==> src/rtl/muldiv_hilo_unit.sv <==
// Iterative radix-2 multiply/divide unit with architectural HI/LO registers.
// Operands are captured at acceptance and processed over WIDTH cycles.
module muldiv_hilo_unit #(
   parameter int WIDTH = 32,
   parameter int CNT_W = 6
) (
   input  logic             Clk,
   input  logic             Rst,
   input  logic             Start,
   input  logic [4:0]       Op,
   input  logic [WIDTH-1:0] A,
   input  logic [WIDTH-1:0] B,
   output logic             Busy,
   output logic             Done,
   output logic             DivZero,
   output logic [WIDTH-1:0] Hi,
   output logic [WIDTH-1:0] Lo,
   output logic [WIDTH-1:0] Result
);

   localparam logic [4:0] OP_MULT  = 5'b00011;
   localparam logic [4:0] OP_MULTU = 5'b00100;
   localparam logic [4:0] OP_MUL   = 5'b10011;
   localparam logic [4:0] OP_MADD  = 5'b10100;
   localparam logic [4:0] OP_MSUB  = 5'b10101;
   localparam logic [4:0] OP_DIV   = 5'b11000;
   localparam logic [4:0] OP_DIVU  = 5'b11001;
   localparam logic [4:0] OP_MTHI  = 5'b11010;
   localparam logic [4:0] OP_MTLO  = 5'b11011;

   typedef enum logic [1:0] {S_IDLE = 2'd0, S_RUN = 2'd1, S_FINISH = 2'd2} state_t;

   function automatic logic op_legal(input logic [4:0] op);
      case (op)
         OP_MULT, OP_MULTU, OP_MUL, OP_MADD, OP_MSUB,
         OP_DIV, OP_DIVU, OP_MTHI, OP_MTLO: return 1'b1;
         default:                           return 1'b0;
      endcase
   endfunction

   function automatic logic [WIDTH-1:0] cond_neg(input logic [WIDTH-1:0] v, input logic c);
      return c ? -v : v;
   endfunction

   state_t             state_q, state_d;
   logic [CNT_W-1:0]   cnt_q, cnt_d;
   logic [4:0]         op_q, op_d;
   logic [WIDTH-1:0]   opnd_q, opnd_d;
   logic [WIDTH-1:0]   hi_acc_q, hi_acc_d;
   logic [WIDTH-1:0]   lo_acc_q, lo_acc_d;
   logic               neg_res_q, neg_res_d;
   logic               neg_rem_q, neg_rem_d;
   logic [WIDTH-1:0]   hi_q, hi_d;
   logic [WIDTH-1:0]   lo_q, lo_d;
   logic [WIDTH-1:0]   res_q, res_d;
   logic               done_q, done_d;
   logic               dz_q, dz_d;

   logic               is_div;
   logic               signed_op;
   logic [WIDTH-1:0]   addend;
   logic [WIDTH:0]     add_sum;
   logic [WIDTH:0]     rem_shift;
   logic               rem_ge;
   logic [WIDTH-1:0]   rem_diff;
   logic [2*WIDTH-1:0] prod_s;
   logic [2*WIDTH-1:0] hilo;
   logic [2*WIDTH-1:0] hilo_new;

   always_comb begin
      state_d   = state_q;
      cnt_d     = cnt_q;
      op_d      = op_q;
      opnd_d    = opnd_q;
      hi_acc_d  = hi_acc_q;
      lo_acc_d  = lo_acc_q;
      neg_res_d = neg_res_q;
      neg_rem_d = neg_rem_q;
      hi_d      = hi_q;
      lo_d      = lo_q;
      res_d     = res_q;
      done_d    = 1'b0;
      dz_d      = dz_q;
      hilo_new  = '0;

      is_div    = (op_q == OP_DIV) || (op_q == OP_DIVU);
      signed_op = (Op == OP_MULT) || (Op == OP_MUL) || (Op == OP_MADD) ||
                  (Op == OP_MSUB) || (Op == OP_DIV);

      // Multiply step: conditional add of the multiplicand, then shift the
      // {carry, hi_acc, lo_acc} chain right; lo_acc starts as the multiplier.
      addend    = lo_acc_q[0] ? opnd_q : '0;
      add_sum   = {1'b0, hi_acc_q} + {1'b0, addend};

      // Divide step: shift the next dividend bit into the partial remainder.
      rem_shift = {hi_acc_q, lo_acc_q[WIDTH-1]};
      rem_ge    = rem_shift >= {1'b0, opnd_q};
      rem_diff  = rem_shift[WIDTH-1:0] - opnd_q;

      prod_s    = neg_res_q ? -{hi_acc_q, lo_acc_q} : {hi_acc_q, lo_acc_q};
      hilo      = {hi_q, lo_q};

      unique case (state_q)
         S_IDLE: begin
            if (Start && op_legal(Op)) begin
               dz_d = 1'b0;
               op_d = Op;
               case (Op)
                  OP_MTHI: begin
                     hi_d   = A;
                     done_d = 1'b1;
                  end
                  OP_MTLO: begin
                     lo_d   = A;
                     done_d = 1'b1;
                  end
                  default: begin
                     if (((Op == OP_DIV) || (Op == OP_DIVU)) && (B == '0)) begin
                        dz_d   = 1'b1;
                        done_d = 1'b1;
                     end else begin
                        state_d   = S_RUN;
                        cnt_d     = '0;
                        hi_acc_d  = '0;
                        lo_acc_d  = cond_neg(A, signed_op && A[WIDTH-1]);
                        opnd_d    = cond_neg(B, signed_op && B[WIDTH-1]);
                        neg_res_d = signed_op && (A[WIDTH-1] ^ B[WIDTH-1]);
                        neg_rem_d = signed_op && A[WIDTH-1];
                     end
                  end
               endcase
            end
         end
         S_RUN: begin
            if (is_div) begin
               hi_acc_d = rem_ge ? rem_diff : rem_shift[WIDTH-1:0];
               lo_acc_d = {lo_acc_q[WIDTH-2:0], rem_ge};
            end else begin
               hi_acc_d = add_sum[WIDTH:1];
               lo_acc_d = {add_sum[0], lo_acc_q[WIDTH-1:1]};
            end
            cnt_d = cnt_q + CNT_W'(1);
            if (cnt_q == CNT_W'(WIDTH - 1)) begin
               state_d = S_FINISH;
            end
         end
         S_FINISH: begin
            state_d = S_IDLE;
            done_d  = 1'b1;
            case (op_q)
               OP_MULT, OP_MULTU: {hi_d, lo_d} = prod_s;
               OP_MADD: begin
                  hilo_new     = hilo + prod_s;
                  {hi_d, lo_d} = hilo_new;
               end
               OP_MSUB: begin
                  hilo_new     = hilo - prod_s;
                  {hi_d, lo_d} = hilo_new;
               end
               OP_MUL:  res_d = prod_s[WIDTH-1:0];
               default: begin
                  lo_d = cond_neg(lo_acc_q, neg_res_q);
                  hi_d = cond_neg(hi_acc_q, neg_rem_q);
               end
            endcase
         end
         default: state_d = S_IDLE;
      endcase
   end

   always_ff @(posedge Clk or posedge Rst) begin
      if (Rst) begin
         state_q   <= S_IDLE;
         cnt_q     <= '0;
         op_q      <= '0;
         opnd_q    <= '0;
         hi_acc_q  <= '0;
         lo_acc_q  <= '0;
         neg_res_q <= 1'b0;
         neg_rem_q <= 1'b0;
         hi_q      <= '0;
         lo_q      <= '0;
         res_q     <= '0;
         done_q    <= 1'b0;
         dz_q      <= 1'b0;
      end else begin
         state_q   <= state_d;
         cnt_q     <= cnt_d;
         op_q      <= op_d;
         opnd_q    <= opnd_d;
         hi_acc_q  <= hi_acc_d;
         lo_acc_q  <= lo_acc_d;
         neg_res_q <= neg_res_d;
         neg_rem_q <= neg_rem_d;
         hi_q      <= hi_d;
         lo_q      <= lo_d;
         res_q     <= res_d;
         done_q    <= done_d;
         dz_q      <= dz_d;
      end
   end

   assign Busy    = (state_q != S_IDLE);
   assign Done    = done_q;
   assign DivZero = dz_q;
   assign Hi      = hi_q;
   assign Lo      = lo_q;
   assign Result  = res_q;

endmodule

==> config.mk <==
export PLATFORM = sky130hd
export DESIGN_NAME = muldiv_hilo_unit
export DESIGN_NICKNAME = d
export VERILOG_FILES = /design/src/rtl/muldiv_hilo_unit.sv
export SDC_FILE = /design/constraint.sdc
export NUM_CORES = 1
export LEC_CHECK = 0
export BUFFER_PORTS_ARGS = -buffer_cell sky130_fd_sc_hd__buf_2
export CORE_UTILIZATION = 57
export CTS_CLUSTER_DIAMETER = 120
export DETAILED_ROUTE_END_ITERATION = 6
export PLACE_DENSITY_LB_ADDON = 0.1
export SYNTH_ARGS = -nofsm -noshare
export SYNTH_HDL_FRONTEND = slang
export SYNTH_SLANG_ARGS = --single-unit
==> constraint.sdc <==
create_clock -name Clk -period 8.6 [get_ports Clk]
set_input_delay 0.86 -clock Clk [delete_from_list [all_inputs] [get_ports Clk]]
set_output_delay 0.86 -clock Clk [all_outputs]
set_load 0.03 [all_outputs]
# ---- Word level (Yosys, flattened, before mapping)
# Memory sizes are Yosys's and may differ from the RTL's.
# Index checks and enable logic that the tools add are counted.
dict set report totals {
  n_memories 1
  ff_bits 209
  word_cells 118
  output_inout_bits 99
  rom_bits 32
}
dict set report op_classes {
  n_eq_ne 25
  bitwise 3
  addsub 10
  mux 40
  magnitude_cmp 1
  n_reduce_logical 25
}
# name depth width rd rd_ports_with_merged_regs write_ports line_no
set memory_table {}
lappend memory_table {{(no name shown)} 32 1 1 0 0 34} ;# case (op)
# op count
set op_table {}
lappend op_table {{2-to-1 mux 32 bit} 18}
lappend op_table {{case mux 32 bit (2 select lines)} 4}
lappend op_table {{case mux 32 bit (4 select lines)} 2}
lappend op_table {{negation 32 bit} 4}
lappend op_table {{adder 64 bit} 1}
lappend op_table {{2-to-1 mux 64 bit} 1}
lappend op_table {{negation 64 bit} 1}
lappend op_table {{subtractor 64 bit} 1}
lappend op_table {{equality test 5 bit, second input constant} 12}
lappend op_table {{adder 32 x 32 -> 33 bit} 1}
lappend op_table {{>= comparator 33 x 32 -> 1 bit} 1}
lappend op_table {{zero test 32 bit} 1}
lappend op_table {{subtractor 32 bit} 1}
lappend op_table {{AND reduction 4 bit} 5}
lappend op_table {{2-to-1 mux 6 bit} 3}
lappend op_table {{case mux 6 bit (2 select lines)} 1}
lappend op_table {{equality test 5 x 2 -> 1 bit, second input constant} 2}
lappend op_table {{!= test 2 bit, second input constant} 5}
lappend op_table {{2-to-1 mux 2 bit} 4}
lappend op_table {{adder 6 x 1 -> 6 bit, second input constant} 1}
lappend op_table {{equality test 6 x 5 -> 1 bit, second input constant} 1}
lappend op_table {{logical OR 1 bit} 6}
lappend op_table {{nonzero test 2 bit} 3}
lappend op_table {{equality test 5 x 3 -> 1 bit, second input constant} 1}
lappend op_table {{other kinds (12)} 24}

# ---- Depth between registers and ports, before layout
# Gate-level depths: netlist of the first run.
dict set report depth {
  ltp_word 11
  ltp_mapped 26
  mapped_depth_nobuf 25
}

# ---- Worst setup path before layout of the first run
# OpenSTA, ideal clock, no wires.
dict set report synth_timing {
  path_type {register -> register}
  from {reg hi_acc_q[0]}
  to {reg hi_q[31] (netlist: Hi[31])}
  arrival_time_ns 5.711
  synth_period_minus_slack_ns 5.776
  path_slack_ns 2.824
  required_ns 8.535
  n_path_buf 1
  path_stages_with_launch 24
  cell_sequence {dfrtp_1 inv_1 ha_1 or3b_1 or4_4 or4b_4 or3_4 nor2_4 nand2_2 or3_4 o21ai_2 xor2_2 inv_2 ha_1 clkbuf_1 nor4_1 o21ai_0 a21oi_1 o211ai_1 o211ai_1 a31oi_1 and3b_1 mux2_1 nand2_1}
}
dict set report synth_between {
  elab_chain_len 5
  elab_cells_between_ends 8
}
# element line_no
set synth_lines {}
lappend synth_lines {{from (decl)} 49} ;# logic [WIDTH-1:0] hi_acc_q, hi_acc_d;
lappend synth_lines {{from (signal assigned)} 191} ;# hi_acc_q <= hi_acc_d;
lappend synth_lines {{negation 64 bit} 100} ;# prod_s = neg_res_q ? -{hi_acc_q, lo_acc_q} : {hi_acc_q, lo_acc_q};
lappend synth_lines {{2-to-1 mux 64 bit} 100}
lappend synth_lines {{subtractor 64 bit / adder 64 bit (equally long branches)} {157, 153}}
lappend synth_lines {{case mux 32 bit (4 select lines) (*)} 150} ;# case (op_q)
lappend synth_lines {{case mux 32 bit (2 select lines) (*)} 103} ;# unique case (state_q)
lappend synth_lines {{to (signal assigned)} 195} ;# hi_q <= hi_d;
lappend synth_lines {{to (decl)} 53} ;# logic [WIDTH-1:0] hi_q, hi_d;
# Every way passes the cells marked *; elsewhere a longest branch is shown, timed or not.
# A chain may end at the register's enable or synchronous reset.

# ---- Worst setup path after layout of the first run
dict set report layout_timing {
  from {reg lo_acc_q[0]}
  to {reg hi_q[25] (netlist: Hi[25])}
}
dict set report layout_between {
  elab_chain_len 5
  elab_cells_between_ends 6
}
# element line_no
set layout_lines {}
lappend layout_lines {{from (decl)} 50} ;# logic [WIDTH-1:0] lo_acc_q, lo_acc_d;
lappend layout_lines {{from (signal assigned)} 192} ;# lo_acc_q <= lo_acc_d;
lappend layout_lines {{negation 64 bit} 100}
lappend layout_lines {{2-to-1 mux 64 bit (*)} 100}
lappend layout_lines {{subtractor 64 bit / adder 64 bit (equally long branches)} {157, 153}}
lappend layout_lines {{case mux 32 bit (4 select lines) (*)} 150}
lappend layout_lines {{case mux 32 bit (2 select lines) (*)} 103}
# Marks and branches as above.

==> impl_metrics.toml, run 1 <==
[sta]
drv_slew = 0
min_period_ns = 6.85
period_share_pct = 79.6
slew_headroom_pct = 20.7
worstMarginPinSlew_ns = 1.18
finalHoldViolCount = 0
rsz0062_at_grt = "no"
setup_violations = 0
fin_tns_setup_ns = 0
clock.fmax_mhz = 146
clock_skew_ns = 0.0273
hold_slack_ns = 0.308

[yosys]
synthMuxAreaShare_pct = 0.971
yosysWarnings = 0
synth_compound_gate_area_share_pct = 29.5
netlist.area_leader.share_pct = 21.4
synth_edf_count = 0
synth_top_family_by_area = "compound AO/OA/AOI/OAI gates"
synth_xor_xnor_area_share_pct = 9.65
ys_seq_area_share_pct = 21.4
postSynthAreaPerCell_um2 = 7.24
yosysMostFrequentCell = "nand2_1"
synth_common_cells = "407 x nand2_1, 335 x o21ai_0, 295 x nor2_1"
synthAdderAreaFrac_pct = 10.4
synthArstFlopShare_pct = 100
ys_top_cells_by_area = "dfrtp_1 21%, ha_1 10%, o21ai_0 6.8%, nand2_1 6.2%, a21oi_1 5.9%"
synth_nets = 3657
syn-cell-area_mm2 = 0.0245
netlist_instances = 3383
synth_ff_type = "dfrtp_1"
ys_seq_elements = 209
yosys.cell_types.count = 101
yosys.area_share.simple_pct = 21.4
synth_top_area_cell = "dfrtp_1"

[outcome]
violations = "design-rule violations"
outcome = "complete, but fails checks"

[floorplan]
fp-row-count = 75
fp.dieH_um = 209
ioPinCount = 171
die_area_mm2 = 0.0438
die_w_um = 209
core_mm2 = 0.0421
initial_core_util_pct = 58.1

[drt]
antenna_left = 0
drt_first_pass_iters = 7
viasPerCell = 6.83
drc_errors = 12
vias = 27100
wl_per_cell_um = 24.4
drt_iter0_drc = 4030
wl_um = 96800

[worst_setup_path]
r2r_end = "Hi[25]"
critPathMaxFanout = 8
r2r_setup_slack_ns = 1.75
start_kind = "flip-flop"
end_kind = "flip-flop"
worstSetupStartpoint = "lo_acc_q[0]"
required_ns = 9.04
reg2regPathDepth = 22
reg2reg_from = "lo_acc_q[0]"
endpoint = "Hi[25]"
cp.arrival_ns = 7.29
critical_path_class = "flip-flop to flip-flop"

[placement]
placed_cells = 3910
dp_hpwl_um = 73700
gp_congestion = 1.08
port_buffers = 170

[final_layout]
syn_to_final_growth_pct = 8.36
drive_gt1_share_pct = 9.91
stdcell_count = 3970
fillCellCount = 3737
multi_input_area_mm2 = 0.0177
final_nets = 3674
register_area_mm2 = 0.00523

[grt]
grt_usage_pct = 43.3
antenna_found_initial = 14
grt_overflow = 0
grt_pass1_vias = 25000
grt_start_max_net_pins = 97
grt_pass1_wl_um = 148000

[clock_tree]
cts_inserted_buffers = 27
clk_pin_slew_worst_paths_ns = 0.06
cts_sinks = 209
cts_tree = "done"
ctsHoldBuffers = 0
cts_setup_buffers = 0
post_cts_resized = 0
clockBufferDepth = 3
cts_root_buffer = "clkbuf_16"
h-tree-depth = 1
insertion_delay_ns = 0.60

[run]
maxCapViolCount = 0

[worst_hold_path]
hold_path_class = "input port to async pin"
critical path, stage by stage (launching register included):
cell	delay [ns]
dfrtp_1	0.50
clkinv_1	0.11
ha_1	0.20
nor4b_1	0.39
buf_4	0.24
nand4_1	0.29
o31ai_1	0.44
xor2_1	0.56
inv_1	0.14
ha_1	0.48
a21oi_1	0.13
o21ai_0	0.20
a21oi_1	0.10
o21bai_1	0.31
o21ai_0	0.17
a22oi_1	0.38
a31oi_1	0.32
o31a_1	0.46
o31a_1	0.40
or4_1	0.48
nand3_1	0.09
mux2i_1	0.19
o21ai_0	0.10
per-layer routing:
metal  track usage, %  part of all wire, %
met4             22.2                  6.0
met1             58.8                   40
met3             9.38                   12
met2             64.6                   42
met5                0                0.040
kinds of logic (layout without fill, tap and decap cells):
kind of cell | after synthesis | in the layout
other | 0 | 10
and+or+nand+nor | 1125 | 1125
muxes | 23 | 23
buffers and inverters | 411 | 449
adders and majority gates | 202 | 202
DFF | 209 | 209
AOI/OAI and AO/OA | 1145 | 1145
xor gates and xnor gates | 268 | 268
flip-flops by register name, indices dropped and copies added (netlist names):
| register | flops |
|---|---|
| Hi | 32 |
| hi_acc_q | 32 |
| lo_acc_q | 32 |
| DivZero | 1 |
| Result | 32 |
| state_q | 2 |
| neg_rem_q | 1 |
| neg_res_q | 1 |
| op_q | 5 |
| Done | 1 |
| opnd_q | 32 |
| Lo | 32 |
| cnt_q | 6 |
worst min-delay path by stage:
stage,from,endpoint,depth (start not counted)
floorplan,opnd_q[21],opnd_q[21],2
global placement,Result[17],Result[17],2
detailed placement,Result[21],Result[21],2
CTS,Rst,Result[4],2
global route,Rst,Result[25],2
finish,Rst,Lo[4],2
placed cells by master (no fill, tap or decap), types with 17 or more instances in the layout:
cell / n
nand2_1: 407
o21ai_0: 334
nor2_1: 291
a21oi_1: 287
dfrtp_1: 207
ha_1: 198
inv_1: 184
buf_2: 170
xnor2_1: 162
xor2_1: 104
nor3_1: 82
nand3_1: 76
a21o_1: 66
o31ai_1: 56
a211oi_1: 49
o21bai_1: 46
o211ai_1: 38
nor4_1: 37
buf_4: 36
or3_1: 34
a31oi_1: 33
nand4_1: 30
nand2b_1: 28
clkbuf_16: 27
nor2b_1: 25
o21ai_1: 21
or4_1: 20
o221ai_1: 20
or2_2: 19
a221oi_1: 18
o21a_1: 17
o41ai_1: 17
mux2i_1: 17
area by class of cell:
type,instances,share of cell area (%)
Multi-Input combinational cell,2763,66.7
Sequential cell,209,19.7
Timing Repair Buffer,206,4.23
Clock buffer,32,2.77
Inverter,193,2.76
Tap cell,539,2.54
Clock inverter,18,1.17
Antenna cell,10,0.0943
metrics by stage:
| stage | util, % | worst slack, ns | cell area [µm²] |
|---|---|---|---|
| floorplan | - | 2.03 | 24500 |
| global placement | 60.4 | 2.06 | 25500 |
| detailed placement | 60.4 | 1.92 | 25500 |
| CTS | 62.9 | 1.90 | 26500 |
| global route | 63.0 | 1.39 | 26500 |
| finish | 63.0 | 1.75 | 26500 |
Power of run 1 is left out: the tool's default activity adds up to more than one toggle a clock period on the data nets, which glitch-free logic cannot reach.
==> run 2, diff against run 1 <==
==> constraint.sdc (replaced) <==
create_clock -name Clk -period 6.6 [get_ports Clk]
set_input_delay 0.66 -clock Clk [delete_from_list [all_inputs] [get_ports Clk]]
set_output_delay 0.66 -clock Clk [all_outputs]
set_load 0.03 [all_outputs]
==> impl_metrics.toml, run 2 (synthesized netlist as in run 1, its figures left out) <==
[grt]
grtUsageMet3_pct = 9.74
grt_pass1_vias = 25200
busiest_layer = "met2"
grt_pass1_wl_um = 149000
grt_overflow = 0
antenna_found_initial = 9
grt_start_max_net_pins = 82
met2_usage_pct = 62.9
use_met1_pct = 61.8
grt_usage_pct = 43.5

[clock_tree]
h-tree-depth = 1
insertion_delay_ns = 0.60
ctsHoldBuffers = 0
cts_setup_buffers = 0
clockBufferDepth = 3
cts_tree = "done"
post_cts_resized = 0
clk_pin_slew_worst_paths_ns = 0.06
cts_inserted_buffers = 27
cts_sinks = 209
cts_root_buffer = "clkbuf_16"

[sta]
clock_skew_ns = 0.0228
rsz0062_at_grt = "no"
worstMarginPinSlew_ns = 1.16
period_share_pct = 95.2
min_period_ns = 6.28
clock.fmax_mhz = 159
drv_slew = 0
finalHoldViolCount = 0
setup_violations = 0
fin_tns_setup_ns = 0
slew_headroom_pct = 22.7

[worst_setup_path]
required_ns = 7.13
r2r_setup_slack_ns = 0.32
end_kind = "flip-flop"
critical_path_class = "flip-flop to flip-flop"
critPathMaxFanout = 7
start_kind = "flip-flop"
cp.arrival_ns = 6.81

[worst_hold_path]
hold_path_class = "input port to async pin"

[floorplan]
ioPinCount = 171
fp-row-count = 75
initial_core_util_pct = 58.1
core_mm2 = 0.0421
fp.dieH_um = 209
die_area_mm2 = 0.0438
die_w_um = 209

[drt]
wl_per_cell_um = 24.0
drc_errors = 8
drt_iter0_drc = 3752
antenna_left = 0
vias = 27400
wl_um = 97300
viasPerCell = 6.77
drt_first_pass_iters = 7

[outcome]
violations = "design-rule violations"
outcome = "complete, but fails checks"

[run]
maxCapViolCount = 0

[final_layout]
syn_to_final_growth_pct = 9.99
final_cell_mix = "407 x nand2_1, 334 x o21ai_0, 291 x nor2_1, 287 x a21oi_1, 207 x dfrtp_1"
final_common_cell = "nand2_1"
final_nets = 3755
drive_gt1_share_pct = 11.8

[placement]
dp_hpwl_um = 73900
port_buffers = 170
gp_congestion = 1.08
[run 2: cell types whose count changed in the layout (fill, tap and decap cells not counted), sizes merged]
cell	previous run	this run
buf	206	287
bufinv	7	1
clkbuf	32	35
clkinvlp	2	3
diode	10	9
inv	190	189
[run 2: per-stage QoR]
step | worst slack, ns | std cells | utilization, % | cell area [µm²] | hold slack, ns
2_1_floorplan | 0.231 | 3383 | - | 24500 | 0.450
3_3_place_gp | 0.539 | 3991 | 61.9 | 26100 | 0.455
3_5_place_dp | 0.397 | 3991 | 61.9 | 26100 | 0.460
4_1_cts | 0.379 | 4038 | 63.8 | 26900 | 0.159
5_1_grt | 0.0274 | 4045 | 63.9 | 26900 | 0.194
6_report | 0.320 | 4047 | 63.9 | 26900 | 0.132
[run 2: worst paths after layout]
check / start / end / cells past startpoint
worst max-delay path: hi_acc_q[1] / Hi[31] / 25
worst min-delay path: Rst / Lo[4] / 2
worst max register to register: hi_acc_q[1] / Hi[31] / 25
worst min register to register: Result[24] / Result[24] / 2
max in group asynchronous: Rst / neg_res_q / 3
min in group Clk: Op[1] / DivZero / 2
[run 2: final cells by class]
| type | instances | area [µm²] |
|---|---|---|
| multi-input cells | 2763 | 17700 |
| fillers | 3852 | 15200 |
| flip-flops and latches | 209 | 5230 |
| repair buffers | 287 | 1730 |
| inverters | 193 | 732 |
| clock buffers | 35 | 726 |
| well taps | 539 | 674 |
| clock inverters | 12 | 108 |
| diodes | 9 | 22.5 |
[run 2: metal layers]
metal  vias to the layer above  share of wire, %
li1                      12300                 -
met1                     13000                41
met2                      1824                41
met3                       263                13
met4                         0               4.8
met5                         -                 0
[run 2: worst max-delay path, cell delays in order (launching register included)]
cell and delay, ns:
dfrtp_1 0.47, inv_1 0.20, ha_1 0.19, or3b_1 0.40, or4_4 0.53, or4b_4 0.52, or3_4 0.39, or2_2 0.32
o31ai_1 0.25, xor2_1 0.23, inv_1 0.07, ha_1 0.29, buf_4 0.17, nor2_1 0.13, o21ai_0 0.14, a21oi_1 0.18
o21bai_1 0.09, a21oi_1 0.30, o21ai_0 0.17, a21oi_1 0.23, o211ai_1 0.11, o211ai_1 0.10, a31oi_1 0.11, and3b_1 0.24
mux2_1 0.32, nand2_1 0.07
Power of run 2 is left out for the same reason.
